### src/rtl/fmps_read_link.sv
// Receives 2-beat FMPS packets from an Aurora AXI stream, stores the data word per index
// and tracks which indices arrived during the current fast-acquisition cycle.
module fmps_read_link #(
  parameter int          INDEX_WIDTH = 5,
  parameter logic [15:0] MAGIC       = 16'hB6CF
) (
  input  logic                        auroraClk,
  input  logic                        auroraReset,
  input  logic                        FAstrobe,
  input  logic                        allFMPSpresent,
  input  logic                        TVALID,
  input  logic                        TLAST,
  input  logic [31:0]                 TDATA,
  output logic                        statusStrobe,
  output logic [1:0]                  statusCode,
  output logic                        statusFMPSenabled,
  output logic [(1<<INDEX_WIDTH)-1:0] fmpsBitmap,
  output logic [INDEX_WIDTH:0]        fmpsCounter,
  input  logic [INDEX_WIDTH-1:0]      readoutAddress,
  output logic [31:0]                 readoutFMPS,
  output logic [1:0]                  parserState
);

  localparam int N = 1 << INDEX_WIDTH;

  // Stream has no TREADY: every TVALID beat is consumed in the cycle it appears.
  typedef enum logic [1:0] {
    S_HEADER = 2'd0,
    S_DATA   = 2'd1,
    S_DRAIN  = 2'd2
  } state_t;

  state_t                 state_q, state_d;
  logic [INDEX_WIDTH-1:0] idx_q, idx_d;
  logic                   en_q, en_d;
  logic [1:0]             drain_code_q, drain_code_d;
  logic                   strobe_q, strobe_d;
  logic [1:0]             code_q, code_d;
  logic                   fen_q, fen_d;
  logic [N-1:0]           bitmap_q, bitmap_d;
  logic [INDEX_WIDTH:0]   count_q, count_d;
  logic [31:0]            readout_q;
  logic                   wr_en;
  logic [31:0]            mem [N];

  always_comb begin
    state_d      = state_q;
    idx_d        = idx_q;
    en_d         = en_q;
    drain_code_d = drain_code_q;
    strobe_d     = 1'b0;
    code_d       = code_q;
    fen_d        = fen_q;
    wr_en        = 1'b0;
    // A new acquisition cycle clears first, so a coincident completion lands in the new cycle.
    bitmap_d     = FAstrobe ? '0 : bitmap_q;
    count_d      = FAstrobe ? '0 : count_q;
    if (TVALID) begin
      case (state_q)
        S_HEADER: begin
          if (TLAST) begin
            strobe_d = 1'b1;
            code_d   = 2'd2;
          end else if (TDATA[31:16] != MAGIC) begin
            drain_code_d = 2'd1;
            state_d      = S_DRAIN;
          end else begin
            idx_d   = TDATA[10 +: INDEX_WIDTH];
            en_d    = TDATA[15];
            state_d = S_DATA;
          end
        end
        S_DATA: begin
          if (TLAST) begin
            strobe_d = 1'b1;
            fen_d    = en_q;
            state_d  = S_HEADER;
            if (allFMPSpresent) begin
              code_d = 2'd3;
            end else begin
              code_d = 2'd0;
              wr_en  = 1'b1;
              if (!bitmap_d[idx_q]) count_d = count_d + (INDEX_WIDTH+1)'(1);
              bitmap_d[idx_q] = 1'b1;
            end
          end else begin
            drain_code_d = 2'd2;
            state_d      = S_DRAIN;
          end
        end
        S_DRAIN: begin
          if (TLAST) begin
            strobe_d = 1'b1;
            code_d   = drain_code_q;
            state_d  = S_HEADER;
          end
        end
        default: state_d = S_HEADER;
      endcase
    end
  end

  always_ff @(posedge auroraClk) begin
    if (auroraReset) begin
      state_q      <= S_HEADER;
      idx_q        <= '0;
      en_q         <= 1'b0;
      drain_code_q <= 2'd0;
      strobe_q     <= 1'b0;
      code_q       <= 2'd0;
      fen_q        <= 1'b0;
      bitmap_q     <= '0;
      count_q      <= '0;
      readout_q    <= '0;
    end else begin
      state_q      <= state_d;
      idx_q        <= idx_d;
      en_q         <= en_d;
      drain_code_q <= drain_code_d;
      strobe_q     <= strobe_d;
      code_q       <= code_d;
      fen_q        <= fen_d;
      bitmap_q     <= bitmap_d;
      count_q      <= count_d;
      readout_q    <= mem[readoutAddress];
    end
  end

  // Table contents survive reset; a read in the write cycle returns the old word.
  always_ff @(posedge auroraClk) begin
    if (wr_en && !auroraReset) mem[idx_q] <= TDATA;
  end

  assign statusStrobe      = strobe_q;
  assign statusCode        = code_q;
  assign statusFMPSenabled = fen_q;
  assign fmpsBitmap        = bitmap_q;
  assign fmpsCounter       = count_q;
  assign readoutFMPS       = readout_q;
  assign parserState       = state_q;

endmodule

### config.mk
export PLATFORM = sky130hd
export DESIGN_NAME = fmps_read_link
export DESIGN_NICKNAME = d
export VERILOG_FILES = /design/src/rtl/fmps_read_link.sv
export SDC_FILE = /design/constraint.sdc
export NUM_CORES = 1
export LEC_CHECK = 0
export ABC_AREA = 0
export BUFFER_PORTS_ARGS = -buffer_cell sky130_fd_sc_hd__buf_4
export CAP_MARGIN = 0
export CELL_PAD_IN_SITES_DETAIL_PLACEMENT = 0
export CELL_PAD_IN_SITES_GLOBAL_PLACEMENT = 2
export CORE_AREA = 2 2 319 321
export DETAILED_ROUTE_END_ITERATION = 12
export DIE_AREA = 0 0 321 323
export MAX_ROUTING_LAYER = met4
export PLACE_DENSITY = 0.8
export SETUP_SLACK_MARGIN = 0.1
export SYNTH_ARGS = -nofsm -noshare
export SYNTH_HDL_FRONTEND = slang
export SYNTH_SLANG_ARGS = --single-unit
### constraint.sdc
create_clock -name auroraClk -period 3.1 [get_ports auroraClk]
set_input_delay 0.465 -clock auroraClk [delete_from_list [all_inputs] [get_ports auroraClk]]
set_output_delay 0.465 -clock auroraClk [all_outputs]
set_load 0.05 [all_outputs]
==> flow_summary.json, run 1 <==
{
  "outcome": "completed",
  "rsz0062_at_grt": "no",
  "hold_class": "primary input to flip-flop",
  "drtIter0Drc": 2129,
  "synth_edf_count": 1024,
  "crit_path_start_kind": "flip-flop",
  "drv_slew": 0,
  "synth_top_flop_cell": "edfxtp_1",
  "grt_use_total_pct": 20.01,
  "p_leak_nw": 16.09,
  "slew_headroom_pct": 41.24,
  "synthCells": 1796,
  "core-area_um2": 100700,
  "ys_seq_elements": 1108,
  "dieWidth_um": 321,
  "avgRoutedWirePerCell_um": 28.80,
  "layout_common_cells": "edfxtp_1, mux4_2, buf_4",
  "max_stage_delay_ps": 480,
  "areaGrowthSynthToFinish_pct": 18.08,
  "finalHoldViolCount": 0,
  "synth_area_um2": 41840,
  "max_freq_mhz": 373.2,
  "grt_pass1_wl_um": 144300,
  "layout_commonest_cell": "edfxtp_1",
  "async_reset_ff_share_pct": 0,
  "numCtsBuffers": 109,
  "cap_violations": 0,
  "clk_path_buf_depth": 3,
  "antenna_found_initial": 3,
  "fin_cells": 3463,
  "place_area_um2": 45580,
  "drive_above_1_share_pct": 35.84,
  "num_rows": 117,
  "hold-worst-slack_ps": 42.62,
  "clk_pin_slew_ps": 60,
  "syn-num-nets": 1844,
  "clock_skew_ps": 82.37,
  "ys_warn_count": 0,
  "vdd_drop_max_uv": 455.8,
  "nets": 2103,
  "cp_max_fo": 21,
  "avgSynthCellArea_um2": 23.29,
  "path_common_cell": "buf_4",
  "crit_type": "flip-flop to flip-flop",
  "slowest_stage": "buf_4",
  "finalCriticalPeriod_ps": 2679,
  "cp_data_required_time_ps": 3380,
  "cts_tree": "yes",
  "place_congestion": 0.7621,
  "drtAntennaViolNets": 0,
  "critPathCaptureType": "flip-flop",
  "synth_cell_types": 41,
  "setup_viol": 0,
  "dp_hpwl_um": 57000,
  "dp_cells": 3251,
  "drt-vias-per-instance": 5.700,
  "chipHeight_um": 323,
  "start_util_pct": 41.54,
  "vias": 19740,
  "crit_chain": "inv_1, ha_1, nand3_1, or2_2, nor2_1, nand2_1, buf_4, nor2_4, buf_4",
  "grt_max_degree": 54,
  "h-tree-depth": 3,
  "drt-pass1-iter-count": 5,
  "pin_count": 119,
  "final_cell_area_um2": 49400,
  "io_buffer_count": 118,
  "fin_setup_tns_ps": 0,
  "grt_overflow": 0,
  "clock-sinks": 1108,
  "clock_latency_ps": 710,
  "drc": 0,
  "crit_arrival_ps": 2960,
  "dieArea_um2": 103700,
  "grt_pass1_vias": 20500,
  "wirelength_um": 99740,
  "root_buffer": "clkbuf_16",
  "power.density_nw_per_um2": 636.3,
  "power_mw": 31.43,
  "tightestPinTransition_ps": 881.4,
  "synth-seq-area-share_pct": 77.52,
  "min_period_over_period_pct": 86.43
}
==> routing by layer <==
layer  vias to the layer above  wire length [um]  GRT usage [%]
li1                       8157                 -              -
met1                     10580             39070          25.64
met2                       817             50930          33.06
met3                       184              6888          3.281
met4                         0              2838          6.106
met5                         -                 0              -
==> cell type report <==
cell class	instances	area, um2
Multi-Input combinational cell	589	9196
Clock buffer	135	2915
Tap cell	1309	1638
Sequential cell	1108	32430
Inverter	7	26.28
Antenna cell	3	7.507
Fill cell	7921	51310
Clock inverter	72	877.1
Timing Repair Buffer	240	2310
==> cells by family (layout without fill, tap and decap cells) <==
family | Yosys count | after routing | synth area share, %
fa+ha+maj | 5 | 5 | 0.1495
mux | 378 | 378 | 18.62
compound gates | 65 | 65 | 1.116
simple gates | 141 | 141 | 1.516
buf+inv | 99 | 454 | 1.080
other cells | 0 | 3 | 0
flops | 1108 | 1108 | 77.52
==> per-stage QoR <==
stage	util (%)	setup WS (ps)
final	49.05	420.7
after global routing	49.05	265.7
after CTS	49.04	436.0
after detailed placement	45.26	358.1
after global placement	45.26	348.0
after floorplan	-	-287.9
==> Yosys cell counts (2+ instances only) <==
master,count,area share (%)
mux4_2,320,17
clkbuf_1,44,0.39
o21ai_0,2,0.024
and2_1,2,0.030
edfxtp_1,1024,73
o211ai_1,2,0.036
buf_4,9,0.16
nor2b_1,8,0.12
nand2_1,19,0.17
buf_1,17,0.15
a21oi_1,10,0.12
or3_1,4,0.060
or2_2,2,0.030
a211oi_1,2,0.036
o2111ai_1,2,0.042
mux2i_1,56,1.3
nor3_1,4,0.048
nand4bb_1,2,0.054
nand3_1,10,0.12
nor2_1,79,0.71
nand3b_1,2,0.036
o22ai_1,5,0.075
and3_1,5,0.075
inv_1,7,0.063
mux2_2,2,0.054
a21o_1,32,0.57
buf_6,3,0.081
ha_1,5,0.15
dfxtp_1,84,4.0
buf_2,19,0.23
o221ai_1,4,0.084
==> worst max-delay path, delay by kind of cell, from the launching register on <==
family / cells / cell delay (ps)
simple gates: 5 / 820
buf+inv: 3 / 810
flops: 1 / 350
fa+ha+maj: 1 / 260
==> power breakdown <==
part           total (mW)  switching (mW)  internal, mW
Combinational        1.47           0.835         0.634
Sequential           16.4          0.0269          16.3
Clock                13.6            5.74          7.85
Total                31.4            6.60          24.8
==> final timing paths <==
path | startpoint | end | slack [ps] | depth (start not counted)
worst max-delay path | parserState[1] | mem[2][29] | 420 | 9
worst min-delay path | TLAST | statusStrobe | 40 | 3
worst max register to register | parserState[1] | mem[2][29] | 420 | 9
worst min register to register | statusCode[1] | statusCode[1] | 460 | 2
==> state kept, by name, indices dropped and copies added (netlist names), 2 cells and up <==
register / cells
drain_code_q: 2
fmpsBitmap: 32
fmpsCounter: 6
idx_q: 5
mem: 1024
parserState: 2
readoutFMPS: 32
statusCode: 2
==> what timing repair did <==
item	in CTS	in global routing
resized for setup	0	0
hold buffers	2	0
endpoints found under the hold margin	3	0
setup buffers	0	0
No activity file was read; power rests on OpenSTA's default activity.
==> run 2, diff against run 1 <==
--- a/config.mk
+++ b/config.mk
@@ -6,7 +6,7 @@
 export NUM_CORES = 1
 export LEC_CHECK = 0
 export ABC_AREA = 0
-export BUFFER_PORTS_ARGS = -buffer_cell sky130_fd_sc_hd__buf_4
+export BUFFER_PORTS_ARGS = -buffer_cell sky130_fd_sc_hd__buf_2
 export CAP_MARGIN = 0
 export CELL_PAD_IN_SITES_DETAIL_PLACEMENT = 0
 export CELL_PAD_IN_SITES_GLOBAL_PLACEMENT = 2
==> flow_summary.json, run 2 (synthesis gave the netlist of run 1 again) <==
{
  "crit_buf_inv": 3,
  "core-area_um2": 100700,
  "grt_pass1_vias": 20450,
  "drt-vias-per-instance": 5.838,
  "cp_max_fo": 15,
  "outcome": "completed",
  "hold-worst-slack_ps": 49.71,
  "areaGrowthSynthToFinish_pct": 16.76,
  "cp_data_required_time_ps": 3430,
  "seqPwrFrac_pct": 53.1,
  "clock_skew_ps": 37.63,
  "h-tree-depth": 3,
  "layout_common_cells": "edfxtp_1, mux4_2, buf_2",
  "clock-sinks": 1108,
  "largest_reg_flops": 1024,
  "max_freq_mhz": 353.6,
  "crit_arrival_ps": 3160,
  "fin_setup_tns_ps": 0,
  "critPathCaptureType": "flip-flop",
  "grt_max_degree": 54,
  "slowest_stage": "or3_1",
  "nets": 2099,
  "root_buffer": "clkbuf_16",
  "switching_share_pct": 21.04,
  "cts_resized": 0,
  "drt-pass1-iter-count": 5,
  "setup_viol": 0,
  "finalCriticalPeriod_ps": 2828,
  "chipHeight_um": 323,
  "pin_count": 119,
  "place_congestion": 0.7955,
  "crit_family": "simple AND/OR/NAND/NOR gates",
  "pwr-share-clk_pct": 42.3,
  "cts_hold_buf": 0,
  "comb_power_share_pct": 4.6,
  "numCtsBuffers": 108,
  "worst_slack_ps": 271.8,
  "switching_power_mw": 6.494,
  "cap_violations": 0,
  "layout_commonest_cell": "edfxtp_1",
  "io_buffer_count": 118,
  "crit_chain": "inv_1, ha_1, nand3_1, or2_2, or3_1, buf_4, nor2_4, buf_4",
  "p_leak_nw": 15.95,
  "drive_above_1_share_pct": 35.80,
  "crit_type": "flip-flop to flip-flop",
  "grt_overflow": 0,
  "vias": 20180,
  "internal_power_mw": 24.36,
  "dieArea_um2": 103700,
  "drv_slew": 0,
  "fillers": 7965,
  "final_util_pct": 48.50,
  "post-cts-setup-buffer-count": 0,
  "drc": 0,
  "crit_path_start_kind": "flip-flop",
  "multi_input_area_um2": 9196,
  "pre_cts_slack_ps": 183.5,
  "start_util_pct": 41.54,
  "top_register": "mem",
  "tightestPinTransition_ps": 1103,
  "drtIter0Drc": 2659,
  "path_common_cell": "buf_4",
  "drtAntennaViolNets": 0,
  "max_stage_delay_ps": 560,
  "antenna_found_initial": 8,
  "finalHoldViolCount": 0,
  "wirelength_um": 101800,
  "num_rows": 117,
  "place_area_um2": 45250,
  "hold_class": "primary input to flip-flop",
  "final_cell_area_um2": 48850,
  "vdd_drop_max_uv": 521.9,
  "cts_tree": "yes",
  "dp_hpwl_um": 57480,
  "dieWidth_um": 321,
  "clk_path_buf_depth": 3,
  "clk_pin_slew_ps": 60,
  "power.density_nw_per_um2": 631.7,
  "min_period_over_period_pct": 91.23,
  "clock_latency_ps": 690,
  "grt_pass1_wl_um": 146100,
  "avgRoutedWirePerCell_um": 29.45,
  "grt_use_total_pct": 20.29,
  "regArea_um2": 32430,
  "rsz0062_at_grt": "no",
  "slew_headroom_pct": 26.35
}
==> run 2: cell type report <==
cell class | count | share of cell area (%)
Antenna cell | 2 | 0.01025
Clock buffer | 141 | 6.119
Clock inverter | 63 | 1.230
Inverter | 7 | 0.05379
Multi-Input combinational cell | 589 | 18.83
Sequential cell | 1108 | 66.40
Tap cell | 1309 | 3.353
Timing Repair Buffer | 237 | 4.011
==> run 2: final timing paths <==
check,endpoint,cells after the start,start,slack [ps]
setup / recovery,mem[0][6],8,parserState[1],270
hold / removal,mem[20][23],1,TDATA[23],50
setup reg to reg,mem[0][6],8,parserState[1],270
hold reg to reg,statusCode[1],2,statusCode[1],460
==> run 2: power by group through the flow <==
| stage | Combinational (mW) | Sequential (mW) | Clock [mW] |
|---|---|---|---|
| finish | 1.42 | 16.4 | 13.1 |
| global route | 1.50 | 16.4 | 13.9 |
| CTS | 1.44 | 16.4 | 13.2 |
| detailed placement | 1.43 | 16.7 | 0 |
| global placement | 1.40 | 16.7 | 0 |
| floorplan | 0.735 | 16.8 | 0 |
==> run 2: through the flow <==
step / total power [mW] / cells
after floorplan: 17.57 / 1796
after global placement: 18.09 / 3250
after detailed placement: 18.13 / 3250
final: 30.86 / 3456
after CTS: 31.05 / 3454
after global routing: 31.73 / 3456
==> run 2: metal layers <==
layer	GRT usage [%]	vias up	wire, um
li1	-	8151	-
met1	27.01	10940	40960
met2	33.17	912	51560
met3	3.005	174	6782
met4	5.047	0	2475
met5	-	-	0
==> run 2: worst reg2reg max path, stage by stage (launching register included) <==
cell and delay (ps):
dfxtp_1 340, inv_1 110, ha_1 260, nand3_1 160, or2_2 330, or3_1 560
buf_4 280, nor2_4 140, buf_4 320
